==> config.mk <==
export PLATFORM = sky130hd
export DESIGN_NAME = alu_packet_ctrl
export DESIGN_NICKNAME = d
export VERILOG_FILES = /design/src/rtl/alu_pkg.sv /design/src/rtl/byte_word_pack.sv /design/src/rtl/alu_packet_ctrl.sv
export SDC_FILE = /design/constraint.sdc
export NUM_CORES = 1
export LEC_CHECK = 0
export ABC_AREA = 1
export BUFFER_PORTS_ARGS = -buffer_cell sky130_fd_sc_hd__buf_2
export CAP_MARGIN = 20
export CORE_ASPECT_RATIO = 1.2
export CORE_MARGIN = 3
export CORE_UTILIZATION = 38
export CTS_BUF_LIST = sky130_fd_sc_hd__clkbuf_4
export CTS_CLUSTER_DIAMETER = 100
export CTS_CLUSTER_SIZE = 25
export DETAILED_ROUTE_END_ITERATION = 10
export PLACE_DENSITY_LB_ADDON = 0.3
export SYNTH_ARGS = -nofsm -noshare
export SYNTH_HDL_FRONTEND = slang
export SYNTH_SLANG_ARGS = --single-unit
==> constraint.sdc <==
create_clock -name clk -period 2 [get_ports clk]
set_clock_uncertainty 0.1 [all_clocks]
set_input_delay 0.2 -clock clk [delete_from_list [all_inputs] [get_ports clk]]
set_output_delay 0.2 -clock clk [all_outputs]
set_load 0.02 [all_outputs]
==> src/rtl/alu_pkg.sv <==
// alu_pkg: opcodes, ALU op encoding and controller states shared by the packet controller
package alu_pkg;
  localparam logic [7:0] OP_ECHO = 8'hEC;
  localparam logic [7:0] OP_ADD = 8'hAD;
  localparam logic [7:0] OP_MUL = 8'h88;
  localparam logic [7:0] OP_DIV = 8'hD0;
  localparam int HDR_BYTES = 4;
  typedef enum logic [1:0] {ADD = 2'd0, MUL = 2'd1, DIV = 2'd2} alu_op_e;
  typedef enum logic [3:0] {
    HDR_OP, HDR_RSV, HDR_LLO, HDR_LHI, ECHO, DRAIN, WORD, ALU_REQ, ALU_WAIT, TX_RES
  } ctrl_state_e;
  function automatic alu_op_e op_map(input logic [7:0] opcode);
    return opcode == OP_MUL ? MUL : opcode == OP_DIV ? DIV : ADD;
  endfunction
  function automatic logic is_arith(input logic [7:0] opcode);
    return opcode == OP_ADD || opcode == OP_MUL || opcode == OP_DIV;
  endfunction
endpackage

==> src/rtl/byte_word_pack.sv <==
// byte_word_pack: little-endian 4-byte shift register with a strobe on the fourth byte
module byte_word_pack (
  input  logic        clk,
  input  logic        rst,
  input  logic        in_valid,
  input  logic [7:0]  in_data,
  output logic [31:0] word,
  output logic        word_done
);
  logic [23:0] sh;
  logic [1:0] cnt;
  assign word = {in_data, sh};
  assign word_done = in_valid && cnt == 2'd3;
  always_ff @(posedge clk)
    if (rst) begin
      sh <= '0;
      cnt <= '0;
    end else if (in_valid) begin
      sh <= {in_data, sh[23:8]};
      cnt <= cnt + 2'd1;
    end
endmodule

==> src/rtl/alu_packet_ctrl.sv <==
// alu_packet_ctrl: parses UART packets, echoes payload or folds payload words through the external ALU
module alu_packet_ctrl
  import alu_pkg::*;
(
  input  logic        clk,
  input  logic        rst,
  input  logic [7:0]  rx_data_i,
  input  logic        rx_valid_i,
  output logic        rx_ready_o,
  output logic [7:0]  tx_data_o,
  output logic        tx_valid_o,
  input  logic        tx_ready_i,
  output logic [1:0]  alu_op_o,
  output logic [31:0] alu_a_o,
  output logic [31:0] alu_b_o,
  output logic        alu_valid_o,
  input  logic        alu_ready_i,
  input  logic [31:0] alu_result_i,
  input  logic        alu_result_valid_i,
  output logic        busy_o,
  output logic        err_o
);
  ctrl_state_e state, state_n;
  logic [7:0] opcode, len_lo;
  logic [15:0] cnt, len, pay;
  logic [31:0] acc, word_q, word;
  logic [1:0] tx_idx;
  logic first, rx_fire, tx_fire, word_done, short_len, bad;
  assign len = {rx_data_i, len_lo};
  assign pay = len - 16'(HDR_BYTES);
  assign short_len = len < 16'(HDR_BYTES);
  assign bad = short_len || (opcode != OP_ECHO && (!is_arith(opcode) || pay == '0 || pay[1:0] != 2'b00));
  assign rx_ready_o = state == ECHO ? tx_ready_i : !(state inside {ALU_REQ, ALU_WAIT, TX_RES});
  assign tx_valid_o = state == ECHO ? rx_valid_i : state == TX_RES;
  assign tx_data_o = state == ECHO ? rx_data_i : state == TX_RES ? 8'(acc >> {tx_idx, 3'b000}) : 8'h00;
  assign rx_fire = rx_valid_i && rx_ready_o;
  assign tx_fire = tx_valid_o && tx_ready_i;
  assign alu_valid_o = state == ALU_REQ;
  assign alu_a_o = acc;
  assign alu_b_o = word_q;
  assign alu_op_o = op_map(opcode);
  assign busy_o = state != HDR_OP;
  byte_word_pack u_pack (
    .clk(clk),
    .rst(rst),
    .in_valid(rx_fire && state == WORD),
    .in_data(rx_data_i),
    .word(word),
    .word_done(word_done)
  );
  always_ff @(posedge clk)
    state <= rst ? HDR_OP : state_n;
  always_comb begin
    state_n = state;
    case (state)
      HDR_OP:   state_n = rx_fire ? HDR_RSV : HDR_OP;
      HDR_RSV:  state_n = rx_fire ? HDR_LLO : HDR_RSV;
      HDR_LLO:  state_n = rx_fire ? HDR_LHI : HDR_LLO;
      HDR_LHI:  if (rx_fire)
                  state_n = bad ? (short_len || pay == '0 ? HDR_OP : DRAIN)
                          : opcode == OP_ECHO ? (pay == '0 ? HDR_OP : ECHO) : WORD;
      ECHO, DRAIN: state_n = rx_fire && cnt == 16'd1 ? HDR_OP : state;
      WORD:     if (word_done) state_n = !first ? ALU_REQ : cnt == 16'd1 ? TX_RES : WORD;
      ALU_REQ:  state_n = alu_ready_i ? ALU_WAIT : ALU_REQ;
      ALU_WAIT: if (alu_result_valid_i) state_n = cnt == '0 ? TX_RES : WORD;
      TX_RES:   state_n = tx_fire && tx_idx == 2'd3 ? HDR_OP : TX_RES;
      default:  state_n = HDR_OP;
    endcase
  end
  always_ff @(posedge clk)
    if (rst) begin
      opcode <= '0;
      len_lo <= '0;
      cnt <= '0;
      acc <= '0;
      word_q <= '0;
      tx_idx <= '0;
      first <= 1'b0;
      err_o <= 1'b0;
    end else begin
      err_o <= state == HDR_LHI && rx_fire && bad;
      if (state == HDR_OP && rx_fire) opcode <= rx_data_i;
      if (state == HDR_LLO && rx_fire) len_lo <= rx_data_i;
      if (state == HDR_LHI && rx_fire) begin
        cnt <= pay;
        first <= 1'b1;
        tx_idx <= '0;
      end
      if (rx_fire && state inside {ECHO, DRAIN, WORD}) cnt <= cnt - 16'd1;
      if (state == WORD && word_done) begin
        first <= 1'b0;
        if (first) acc <= word;
        else word_q <= word;
      end
      if (state == ALU_WAIT && alu_result_valid_i) acc <= alu_result_i;
      if (state == TX_RES && tx_fire) tx_idx <= tx_idx + 2'd1;
    end
endmodule
==> metrics.log, run 1 <==
INFO  metric setup_slack = -0.264 ns
INFO  metric setup_viol = 88
INFO  metric cellPowerDensity = 627 mW/mm^2
INFO  metric design_area = 0.00961 mm^2
INFO  metric cts_inserted_buffers = 17
INFO  metric clk_latency = 0.57 ns
INFO  metric combinationalPowerShare = 0.213
INFO  metric n_fill_cell = 1,408
INFO  metric grt_setup_unrepaired = true
INFO  metric cap_viol_max_count = 0
INFO  metric worst_ep_arrival_time = 1.96 ns
INFO  metric cp.required = 1.70 ns
INFO  metric cpMostUsedCell = sky130_fd_sc_hd__buf_4
INFO  metric setup_total_negative_slack = -5.61 ns
INFO  metric cts.clk_slew.worst_paths = 0.11 ns
INFO  metric critical_path.top_delay_family = buffers and inverters
INFO  metric post_synth_num_cell_types = 36
INFO  metric final.hold.worst_slack = 0.119 ns
INFO  metric syn_avg_cell_area = 6.94 um^2
INFO  metric final_period_minus_worst_setup_slack = 2.26 ns
INFO  metric critPathCaptureType = primary output
INFO  metric syn_area = 0.00625 mm^2
INFO  metric finish.cell_count_without_fillers = 1,389
INFO  metric cp-endpoint = tx_data_o[4]
INFO  metric cts.root.buffer_cell = sky130_fd_sc_hd__clkbuf_4
INFO  metric drt_pre_antenna_iters = 6
INFO  metric core_area = 0.0159 mm^2
INFO  metric num_rows = 50
INFO  metric buffer_levels_on_the_longest_clock_path = 2
INFO  metric netlist_instances = 901
INFO  metric critical_path.max_fanout = 8
INFO  metric grt_max_degree = 53
INFO  metric initial_core_utilization = 0.393
INFO  metric grt_usage = 0.245
INFO  metric die_outline_area = 0.0180 mm^2
INFO  metric yosysWarningCount = 0
INFO  metric critical-path-max-stage-delay = 0.37 ns
INFO  metric chipHeight = 146 um
INFO  metric area_growth = 53.7%
INFO  metric worst_r2r_path_depth = 14
INFO  metric final_nets = 1,219
INFO  metric post-route-drc-count = 0
INFO  metric net-switching-power = 1.81 mW
INFO  metric hold_viol = 0
INFO  metric clock_sinks = 130
INFO  metric critical_path.n_buffers_inverters = 4
INFO  metric timing.fmax = 442 MHz
INFO  metric leakage = 4.36 nW
INFO  metric period_share = 1.13
INFO  metric route.vias.total = 7,429
INFO  metric grt_first_pass_wirelength = 34,800 um
INFO  metric detail-route-antenna-nets = 0
INFO  metric placement.setup.worst_slack = -0.0120 ns
INFO  metric number_of_enable_type_register_cells_in_the_synthesized_netlist = 0
INFO  metric power.total = 6.03 mW
INFO  metric timing_worst_slew_pin_value = 0.662 ns
INFO  metric worst_r2r_endpoint = alu_b_o[25]$_SDFFE_PP0P_
INFO  metric timing.reg2reg.setup_slack = -0.12 ns
INFO  metric holdCritPathClass = in2reg
INFO  metric grt_pass1_vias = 6,901
INFO  metric globalplace.congestion = 0.884
INFO  metric synth_seq_area_share = 0.416
INFO  metric place.port_buffers = 124
INFO  metric aggregate_routed_wire_length = 24,100 um
INFO  metric synth_nets = 953
INFO  metric drt_iter0_drc = 675
INFO  metric share_clk_of_total_power = 0.336
INFO  metric cts_max_level = 4
INFO  metric finalCoreUtilization = 0.604
INFO  metric ys_dominant_reg_cell = sky130_fd_sc_hd__dfxtp_1
INFO  metric power.share.sequential = 0.450
INFO  metric critical_path_depth = 7
INFO  metric placedInstanceArea = 0.00762 mm^2
INFO  metric startpoint_class_of_the_critical_path = register
INFO  metric number_of_antenna_violations_at_the_first_check_in_global_routing = 1
INFO  metric synth-seq-cells = 130
INFO  metric postSynth.asyncResetShare = 0
INFO  metric post-dp-hpwl = 15,700 um
INFO  metric highest_delay_cell_along_the_critical_path = sky130_fd_sc_hd__dfxtp_4
INFO  metric worst-setup-path-type = reg2out
INFO  metric switching_share = 0.300
INFO  metric critical_register_to_register_path_startpoint = state[1]$_SDFFE_PP0P_
INFO  metric route.detailed.wl_per_inst = 17.4 um
INFO  metric peakVddDrop = 0.000400 V
INFO  metric cts_tree = built
INFO  metric via_per_inst = 5.35
INFO  metric critical_path.startpoint = state[1]$_SDFFE_PP0P_
INFO  metric internal-power = 4.22 mW
INFO  metric post_route_cells_drive_above_1_share = 0.361
INFO  metric placed_cells = 1,271
INFO  metric crit_path_cell_trace = buf_4 > buf_4 > nor2_4 > nand2_2 > buf_4 > o21ai_2 > buf_6
INFO  metric report.final.slew_viol_count = 0
INFO  metric violations = negative setup slack
INFO  metric chipWidth = 123 um
INFO  metric aggregate_global_routing_overflow = 0
INFO  metric status = finished, violations left
INFO  metric top_level_ports = 125
INFO  metric slew-limit-headroom = 0.559
==> kinds of logic (layout without fill, tap and decap cells) <==
family                   Yosys count  in the layout  synth area share
AO/OA/AOI/OAI                    233            233             0.207
XOR/XNOR                           6              6           0.00841
adder cells (fa/ha/maj)            6              6            0.0120
buffers and inverters            125            404            0.0823
flip-flops                       130            130             0.416
other                              0              1                 0
AND/OR/NAND/NOR                  401            401             0.273
==> placed cells by master, fill, tap and decap left out, types with 25 or more instances in the layout <==
cell type | Yosys | layout
sky130_fd_sc_hd__a21oi_1 | 72 | 60
sky130_fd_sc_hd__dfxtp_1 | 130 | 119
sky130_fd_sc_hd__buf_6 | 3 | 25
sky130_fd_sc_hd__o21ai_1 | 0 | 56
sky130_fd_sc_hd__nor2_1 | 129 | 104
sky130_fd_sc_hd__buf_4 | 0 | 88
sky130_fd_sc_hd__inv_1 | 69 | 60
sky130_fd_sc_hd__nand2_1 | 185 | 163
sky130_fd_sc_hd__dlygate4sd3_1 | 0 | 43
sky130_fd_sc_hd__o21ai_2 | 0 | 26
sky130_fd_sc_hd__nand3_1 | 57 | 52
sky130_fd_sc_hd__buf_2 | 18 | 112
sky130_fd_sc_hd__a31oi_1 | 35 | 35
==> worst reg2reg max path, cell delays in order (launching register included) <==
cell	delay (ns)
sky130_fd_sc_hd__dfxtp_4	0.38
sky130_fd_sc_hd__buf_4	0.13
sky130_fd_sc_hd__buf_4	0.12
sky130_fd_sc_hd__nor2_4	0.03
sky130_fd_sc_hd__nand2_2	0.09
sky130_fd_sc_hd__nor2_4	0.05
sky130_fd_sc_hd__nor2_4	0.13
sky130_fd_sc_hd__nand2_4	0.10
sky130_fd_sc_hd__nor2_4	0.14
sky130_fd_sc_hd__nand2_4	0.11
sky130_fd_sc_hd__nor2_4	0.14
sky130_fd_sc_hd__buf_12	0.16
sky130_fd_sc_hd__buf_6	0.12
sky130_fd_sc_hd__clkbuf_16	0.14
sky130_fd_sc_hd__a21oi_1	0.07
==> final cells by class <==
type | instances | area [um^2] | share of cell area
clock buffers | 17 | 128 | 0.0133
multi-input cells | 646 | 3630 | 0.377
repair inverters | 1 | 8.76 | 0.000912
diodes | 1 | 2.50 | 0.000261
clock inverters | 15 | 190 | 0.0198
well taps | 208 | 260 | 0.0271
flip-flops and latches | 130 | 2620 | 0.273
inverters | 79 | 328 | 0.0341
repair buffers | 292 | 2440 | 0.254
==> worst min-delay path by stage <==
| stage | from | to | slack (ns) | depth (start not counted) |
|---|---|---|---|---|
| floorplan | rx_data_i[4] | alu_b_o[28]$_SDFFE_PP0P_ | 0.26 | 2 |
| global placement | u_pack.cnt[0]$_SDFFE_PP0P_ | u_pack.cnt[0]$_SDFFE_PP0P_ | 0.35 | 1 |
| finish | rst | first$_SDFFE_PP0P_ | 0.12 | 4 |
| global route | rst | first$_SDFFE_PP0P_ | 0.14 | 4 |
| CTS | rx_valid_i | state[1]$_SDFFE_PP0P_ | 0.11 | 6 |
| detailed placement | opcode[6]$_SDFFE_PP0P_ | opcode[6]$_SDFFE_PP0P_ | 0.36 | 2 |
==> cell usage after synthesis (2+ instances only) <==
master / n / share of area
sky130_fd_sc_hd__inv_1: 69 / 0.041
sky130_fd_sc_hd__xor2_1: 4 / 0.0056
sky130_fd_sc_hd__nor2_2: 4 / 0.0040
sky130_fd_sc_hd__o21ai_0: 103 / 0.082
sky130_fd_sc_hd__buf_1: 3 / 0.0018
sky130_fd_sc_hd__ha_1: 6 / 0.012
sky130_fd_sc_hd__a31o_2: 2 / 0.0028
sky130_fd_sc_hd__a211oi_1: 3 / 0.0036
sky130_fd_sc_hd__a21oi_1: 72 / 0.058
sky130_fd_sc_hd__inv_2: 8 / 0.0048
sky130_fd_sc_hd__nand2_1: 185 / 0.11
sky130_fd_sc_hd__nand4_1: 6 / 0.0060
sky130_fd_sc_hd__a31oi_1: 35 / 0.035
sky130_fd_sc_hd__nand2_4: 2 / 0.0036
sky130_fd_sc_hd__buf_2: 18 / 0.014
sky130_fd_sc_hd__dfxtp_1: 130 / 0.42
sky130_fd_sc_hd__buf_6: 3 / 0.0054
sky130_fd_sc_hd__nand3_1: 57 / 0.046
sky130_fd_sc_hd__nor2_8: 2 / 0.0064
sky130_fd_sc_hd__o221ai_1: 2 / 0.0028
sky130_fd_sc_hd__clkbuf_1: 22 / 0.013
sky130_fd_sc_hd__clkinv_1: 2 / 0.0012
sky130_fd_sc_hd__nor2_4: 5 / 0.0090
sky130_fd_sc_hd__o211ai_1: 3 / 0.0036
sky130_fd_sc_hd__nor3_1: 7 / 0.0056
sky130_fd_sc_hd__o21a_1: 2 / 0.0024
sky130_fd_sc_hd__xnor2_1: 2 / 0.0028
sky130_fd_sc_hd__nor2_1: 129 / 0.077
sky130_fd_sc_hd__a221o_1: 8 / 0.013
==> routing by layer <==
metal / wire [um] / GRT usage / up-vias
li1: - / - / 3553
met1: 9570 / 0.299 / 3455
met2: 12000 / 0.410 / 339
met3: 1630 / 0.0496 / 82
met4: 881 / 0.111 / 0
met5: 0 / 0 / -
==> power groups by stage <==
stage / Clock (mW) / Combinational, mW / Sequential (mW)
finish: 2.03 / 1.29 / 2.71
CTS: 2.03 / 1.00 / 2.71
global placement: 0 / 0.874 / 2.76
global route: 2.15 / 1.39 / 2.72
floorplan: 0 / 0.504 / 2.75
detailed placement: 0 / 0.878 / 2.76
==> registers in the layout, indices dropped and copies added, names as in the netlist, 2 cells and up <==
signal / count
state: 4
alu_a_o: 32
alu_b_o: 32
len_lo: 8
u_pack.cnt: 2
tx_idx: 2
u_pack.sh: 24
cnt: 16
opcode: 8
==> timing repair <==
| item | 4_1_cts | 5_1_grt |
|---|---|---|
| buffers inserted | 8 | 27 |
| hold buffers | 43 | 0 |
| gates cloned | 1 | 10 |
| setup endpoints to repair | 17 | 140 |
| gates resized for setup | 111 | 190 |
| hold endpoints to repair | 52 | 0 |
| pin swaps | 10 | 38 |
Note: power is estimated with default switching activity, not from simulation.
==> run 2: changes to the inputs <==
--- a/config.mk
+++ b/config.mk
@@ -5,7 +5,6 @@
 export SDC_FILE = /design/constraint.sdc
 export NUM_CORES = 1
 export LEC_CHECK = 0
-export ABC_AREA = 1
 export BUFFER_PORTS_ARGS = -buffer_cell sky130_fd_sc_hd__buf_2
 export CAP_MARGIN = 20
 export CORE_ASPECT_RATIO = 1.2
==> run 2 against run 1 <==
Effect of this change: the run still ends with negative setup slack left; final area is 0.78% higher; wire length is 5.4% lower; critical path depth is 2 lower; largest cell class unchanged; via count is 7.9% lower; cell count is 11% lower; register-to-register slack worse by 0.10 ns; sequential cell count stayed put; fmax is 0.73% lower.
==> metrics.log, run 2 <==
INFO  metric ys_dominant_reg_cell = sky130_fd_sc_hd__dfxtp_1
INFO  metric drt_pre_antenna_iters = 6 (unchanged)
INFO  metric chipHeight = 146 um (-0.14%)
INFO  metric hold_viol = 0 (unchanged)
INFO  metric grt_max_degree = 68 (+28%)
INFO  metric clock_sinks = 130 (unchanged)
INFO  metric grt_pass1_vias = 6,341 (-8.1%)
INFO  metric peakVddDrop = 0.000643 V (+61%)
INFO  metric cts_inserted_buffers = 17 (unchanged)
INFO  metric power.total = 5.57 mW (-7.6%)
INFO  metric worst_ep_arrival_time = 1.98 ns (+0.02 ns)
INFO  metric final.hold.worst_slack = 0.0301 ns (-0.0892 ns)
INFO  metric violations = negative setup slack
INFO  metric critical_path.max_fanout = 6 (-2)
INFO  metric syn_avg_cell_area = 8.32 um^2 (+20%)
INFO  metric n_fill_cell = 1,323 (-6.0%)
INFO  metric route.detailed.wl_per_inst = 18.4 um (+5.8%)
INFO  metric postSynth.asyncResetShare = 0 (unchanged)
INFO  metric placement.setup.worst_slack = -0.207 ns (-0.195 ns)
INFO  metric worst_hold_startpoint = alu_ready_i
INFO  metric crit_path_cell_trace = buf_8 > nor4bb_4 > buf_6 > a22o_1 > buf_6
INFO  metric combinationalPowerShare = 0.172 (-0.041)
INFO  metric slew-limit-headroom = 0.745 (+0.186)
INFO  metric netlist_instances = 749 (-17%)
INFO  metric cts_max_level = 4 (unchanged)
INFO  metric post-dp-hpwl = 14,500 um (-8.1%)
INFO  metric die_outline_area = 0.0180 mm^2 (-0.29%)
INFO  metric leakage = 4.26 nW (-2.3%)
INFO  metric initial_core_utilization = 0.394 (about the same)
INFO  metric cts.root.buffer_cell = sky130_fd_sc_hd__clkbuf_4
INFO  metric worst_r2r_path_depth = 5 (-9)
INFO  metric most-common-layout-cells = sky130_fd_sc_hd__nand2_1, sky130_fd_sc_hd__dfxtp_1, sky130_fd_sc_hd__buf_2, sky130_fd_sc_hd__buf_4, sky130_fd_sc_hd__nor2_1
INFO  metric finalCoreUtilization = 0.612 (+0.00713)
INFO  metric status = finished, violations left
INFO  metric min_delay_path_depth = 5 (+1)
INFO  metric number_of_antenna_violations_at_the_first_check_in_global_routing = 1 (unchanged)
INFO  metric grt_usage = 0.236 (-0.00910)
INFO  metric worst_r2r_endpoint = state[2]$_SDFFE_PP0P_
INFO  metric syn_area = 0.00623 mm^2 (-0.30%)
INFO  metric critical_path.n_buffers_inverters = 3 (-1)
INFO  metric critical-path-max-stage-delay = 0.42 ns (+0.05 ns)
INFO  metric cpMostUsedCell = sky130_fd_sc_hd__buf_6
INFO  metric highest_delay_cell_along_the_critical_path = sky130_fd_sc_hd__nor4bb_4
INFO  metric period_share = 1.14 (+0.00829)
INFO  metric share_clk_of_total_power = 0.349 (+0.013)
INFO  metric power.share.sequential = 0.479 (+0.029)
INFO  metric worst-setup-path-type = reg2out
INFO  metric timing.reg2reg.setup_slack = -0.22 ns (-0.10 ns)
INFO  metric core_area = 0.0158 mm^2 (-0.39%)
INFO  metric via_per_inst = 5.51 (+3.0%)
INFO  metric cts.clk_slew.worst_paths = 0.12 ns (about the same)
INFO  metric num_rows = 50 (unchanged)
INFO  metric critical_path.top_delay_family = buffers and inverters
INFO  metric final_period_minus_worst_setup_slack = 2.28 ns (+0.0166 ns)
INFO  metric cts_tree = built
INFO  metric synth-seq-cells = 130 (unchanged)
INFO  metric critical_register_to_register_path_startpoint = cnt[4]$_SDFFE_PP0P_
INFO  metric critPathCaptureType = primary output
INFO  metric post_synth_num_cell_types = 65 (+81%)
INFO  metric setup_viol = 27 (-69%)
INFO  metric top_level_ports = 125 (unchanged)
INFO  metric route.vias.total = 6,841 (-7.9%)
INFO  metric startpoint_class_of_the_critical_path = register
INFO  metric synth_top_area_share = 0.418 (+0.00125)
INFO  metric area_growth = 55.4%
INFO  metric timing_worst_slew_pin_value = 0.382 ns (-0.280 ns)
INFO  metric post-synth-top-count-cell = sky130_fd_sc_hd__nand2_1
INFO  metric grt_setup_unrepaired = true
INFO  metric timing.fmax = 438 MHz (-0.73%)
INFO  metric cp.required = 1.70 ns (about the same)
INFO  metric post-route-drc-count = 0 (unchanged)
INFO  metric cap_viol_max_count = 0 (unchanged)
INFO  metric chipWidth = 123 um (-0.14%)
INFO  metric place.port_buffers = 124 (unchanged)
INFO  metric cellPowerDensity = 575 mW/mm^2 (-8.3%)
INFO  metric yosysWarningCount = 0 (unchanged)
INFO  metric post_synth_most_frequent_cells = sky130_fd_sc_hd__nand2_1, sky130_fd_sc_hd__dfxtp_1, sky130_fd_sc_hd__nor2_1
INFO  metric globalplace.congestion = 0.933 (+5.6%)
INFO  metric finish.cell_count_without_fillers = 1,242 (-11%)
INFO  metric setup_slack = -0.281 ns (-0.0166 ns)
INFO  metric holdCritPathClass = in2reg
INFO  metric synth_seq_area_share = 0.418 (+0.00125)
INFO  metric placed_cells = 1,117 (-12%)
INFO  metric layout_commonest_cell = sky130_fd_sc_hd__nand2_1
INFO  metric drt_iter0_drc = 541 (-20%)
INFO  metric number_of_enable_type_register_cells_in_the_synthesized_netlist = 0 (unchanged)
INFO  metric hold_path_end = state[3]$_SDFFE_PP0P_
INFO  metric detail-route-antenna-nets = 0 (unchanged)
INFO  metric report.final.slew_viol_count = 0 (unchanged)
INFO  metric switching_share = 0.280 (-0.0198)
INFO  metric post_synth_main_area_contributors = sky130_fd_sc_hd__dfxtp_1, sky130_fd_sc_hd__nand2_1, sky130_fd_sc_hd__mux2i_1, sky130_fd_sc_hd__a21oi_1, sky130_fd_sc_hd__nor2_1
INFO  metric synth_nets = 801 (-16%)
INFO  metric grt_first_pass_wirelength = 33,300 um (-4.6%)
INFO  metric aggregate_global_routing_overflow = 0 (unchanged)
INFO  metric internal-power = 4.01 mW (-5.0%)
INFO  metric net-switching-power = 1.56 mW (-14%)
INFO  metric final_nets = 1,072 (-12%)
INFO  metric clk_latency = 0.57 ns (about the same)
INFO  metric post_route_cells_drive_above_1_share = 0.413 (+0.0523)
INFO  metric synthDominantAreaCellType = sky130_fd_sc_hd__dfxtp_1
INFO  metric buffer_levels_on_the_longest_clock_path = 2 (unchanged)
INFO  metric aggregate_routed_wire_length = 22,800 um (-5.4%)
==> run 2: cell types whose count changed after synthesis, moves of 34 or more <==
cell                       before  now
sky130_fd_sc_hd__nand3_1       57   14
sky130_fd_sc_hd__a211oi_1       3   37
sky130_fd_sc_hd__nor2_1       129   83
sky130_fd_sc_hd__mux2i_1        0   49
sky130_fd_sc_hd__inv_1         69    7
sky130_fd_sc_hd__nand2_1      185  145
sky130_fd_sc_hd__o21ai_0      103   12
==> run 2: through the flow <==
step	instance area [um^2]	TNS, ns
6_report	9680	-3.50
5_1_grt	9680	-8.38
4_1_cts	9010	-3.54
3_5_place_dp	7760	-0.793
3_3_place_gp	7760	-0.512
2_1_floorplan	6290	-0.380
==> run 2: per-layer routing <==
metal	vias up	wire, um	global-route usage
met5	-	0	0
met4	0	973	0.109
met3	70	1370	0.0515
met2	299	11200	0.383
met1	3261	9270	0.295
li1	3211	-	-
==> run 2: what timing repair did <==
| action | CTS | global route |
|---|---|---|
| setup endpoints to repair | 21 | 106 |
| endpoints found under the hold margin | 69 | 0 |
| resized for setup | 90 | 103 |
| pin swaps | 28 | 75 |
| setup buffers | 25 | 20 |
| hold buffers | 44 | 0 |
| gates cloned | 1 | 6 |
==> run 2: cell type report <==
| cell class | instances | area [um^2] | share of cell area |
|---|---|---|---|
| Clock buffer | 17 | 128 | 0.0132 |
| Timing Repair Buffer | 309 | 2500 | 0.258 |
| Inverter | 7 | 31.3 | 0.00323 |
| Antenna cell | 1 | 2.50 | 0.000258 |
| Tap cell | 208 | 260 | 0.0269 |
| Multi-Input combinational cell | 555 | 3950 | 0.408 |
| Sequential cell | 130 | 2630 | 0.272 |
| Clock inverter | 15 | 181 | 0.0187 |
==> run 2: cell families after synthesis <==
group / share of synthesized area
flops: 0.418
buf+inv: 0.0412
mux: 0.111
simple gates: 0.220
fa+ha+maj: 0.0120
compound gates: 0.183
xor+xnor: 0.0155
==> run 2: worst max path at each step <==
stage	start	to	slack, ns	depth (start not counted)
3_5_place_dp	cnt[1]$_SDFFE_PP0P_	state[2]$_SDFFE_PP0P_	-0.21	7
2_1_floorplan	cnt[1]$_SDFFE_PP0P_	state[2]$_SDFFE_PP0P_	-0.20	7
6_report	state[3]$_SDFFE_PP0P_	tx_data_o[4]	-0.28	5
5_1_grt	state[3]$_SDFFE_PP0P_	tx_data_o[1]	-0.37	5
4_1_cts	state[0]$_SDFFE_PP0P_	tx_data_o[4]	-0.28	5
3_3_place_gp	cnt[1]$_SDFFE_PP0P_	state[2]$_SDFFE_PP0P_	-0.19	7
==> run 2: power groups by stage <==
| stage | clock network [mW] | registers [mW] | logic, mW |
|---|---|---|---|
| floorplan | 0 | 2.71 | 0.362 |
| global placement | 0 | 2.72 | 0.660 |
| detailed placement | 0 | 2.72 | 0.661 |
| CTS | 1.97 | 2.66 | 0.845 |
| global route | 2.08 | 2.67 | 1.02 |
| finish | 1.94 | 2.66 | 0.957 |
==> run 2: worst min-delay path: stages <==
cell	delay, ns
sky130_fd_sc_hd__buf_2	0.11
sky130_fd_sc_hd__nand2_1	0.05
sky130_fd_sc_hd__o21ai_0	0.07
sky130_fd_sc_hd__a32oi_1	0.11
sky130_fd_sc_hd__o2bb2ai_1	0.13
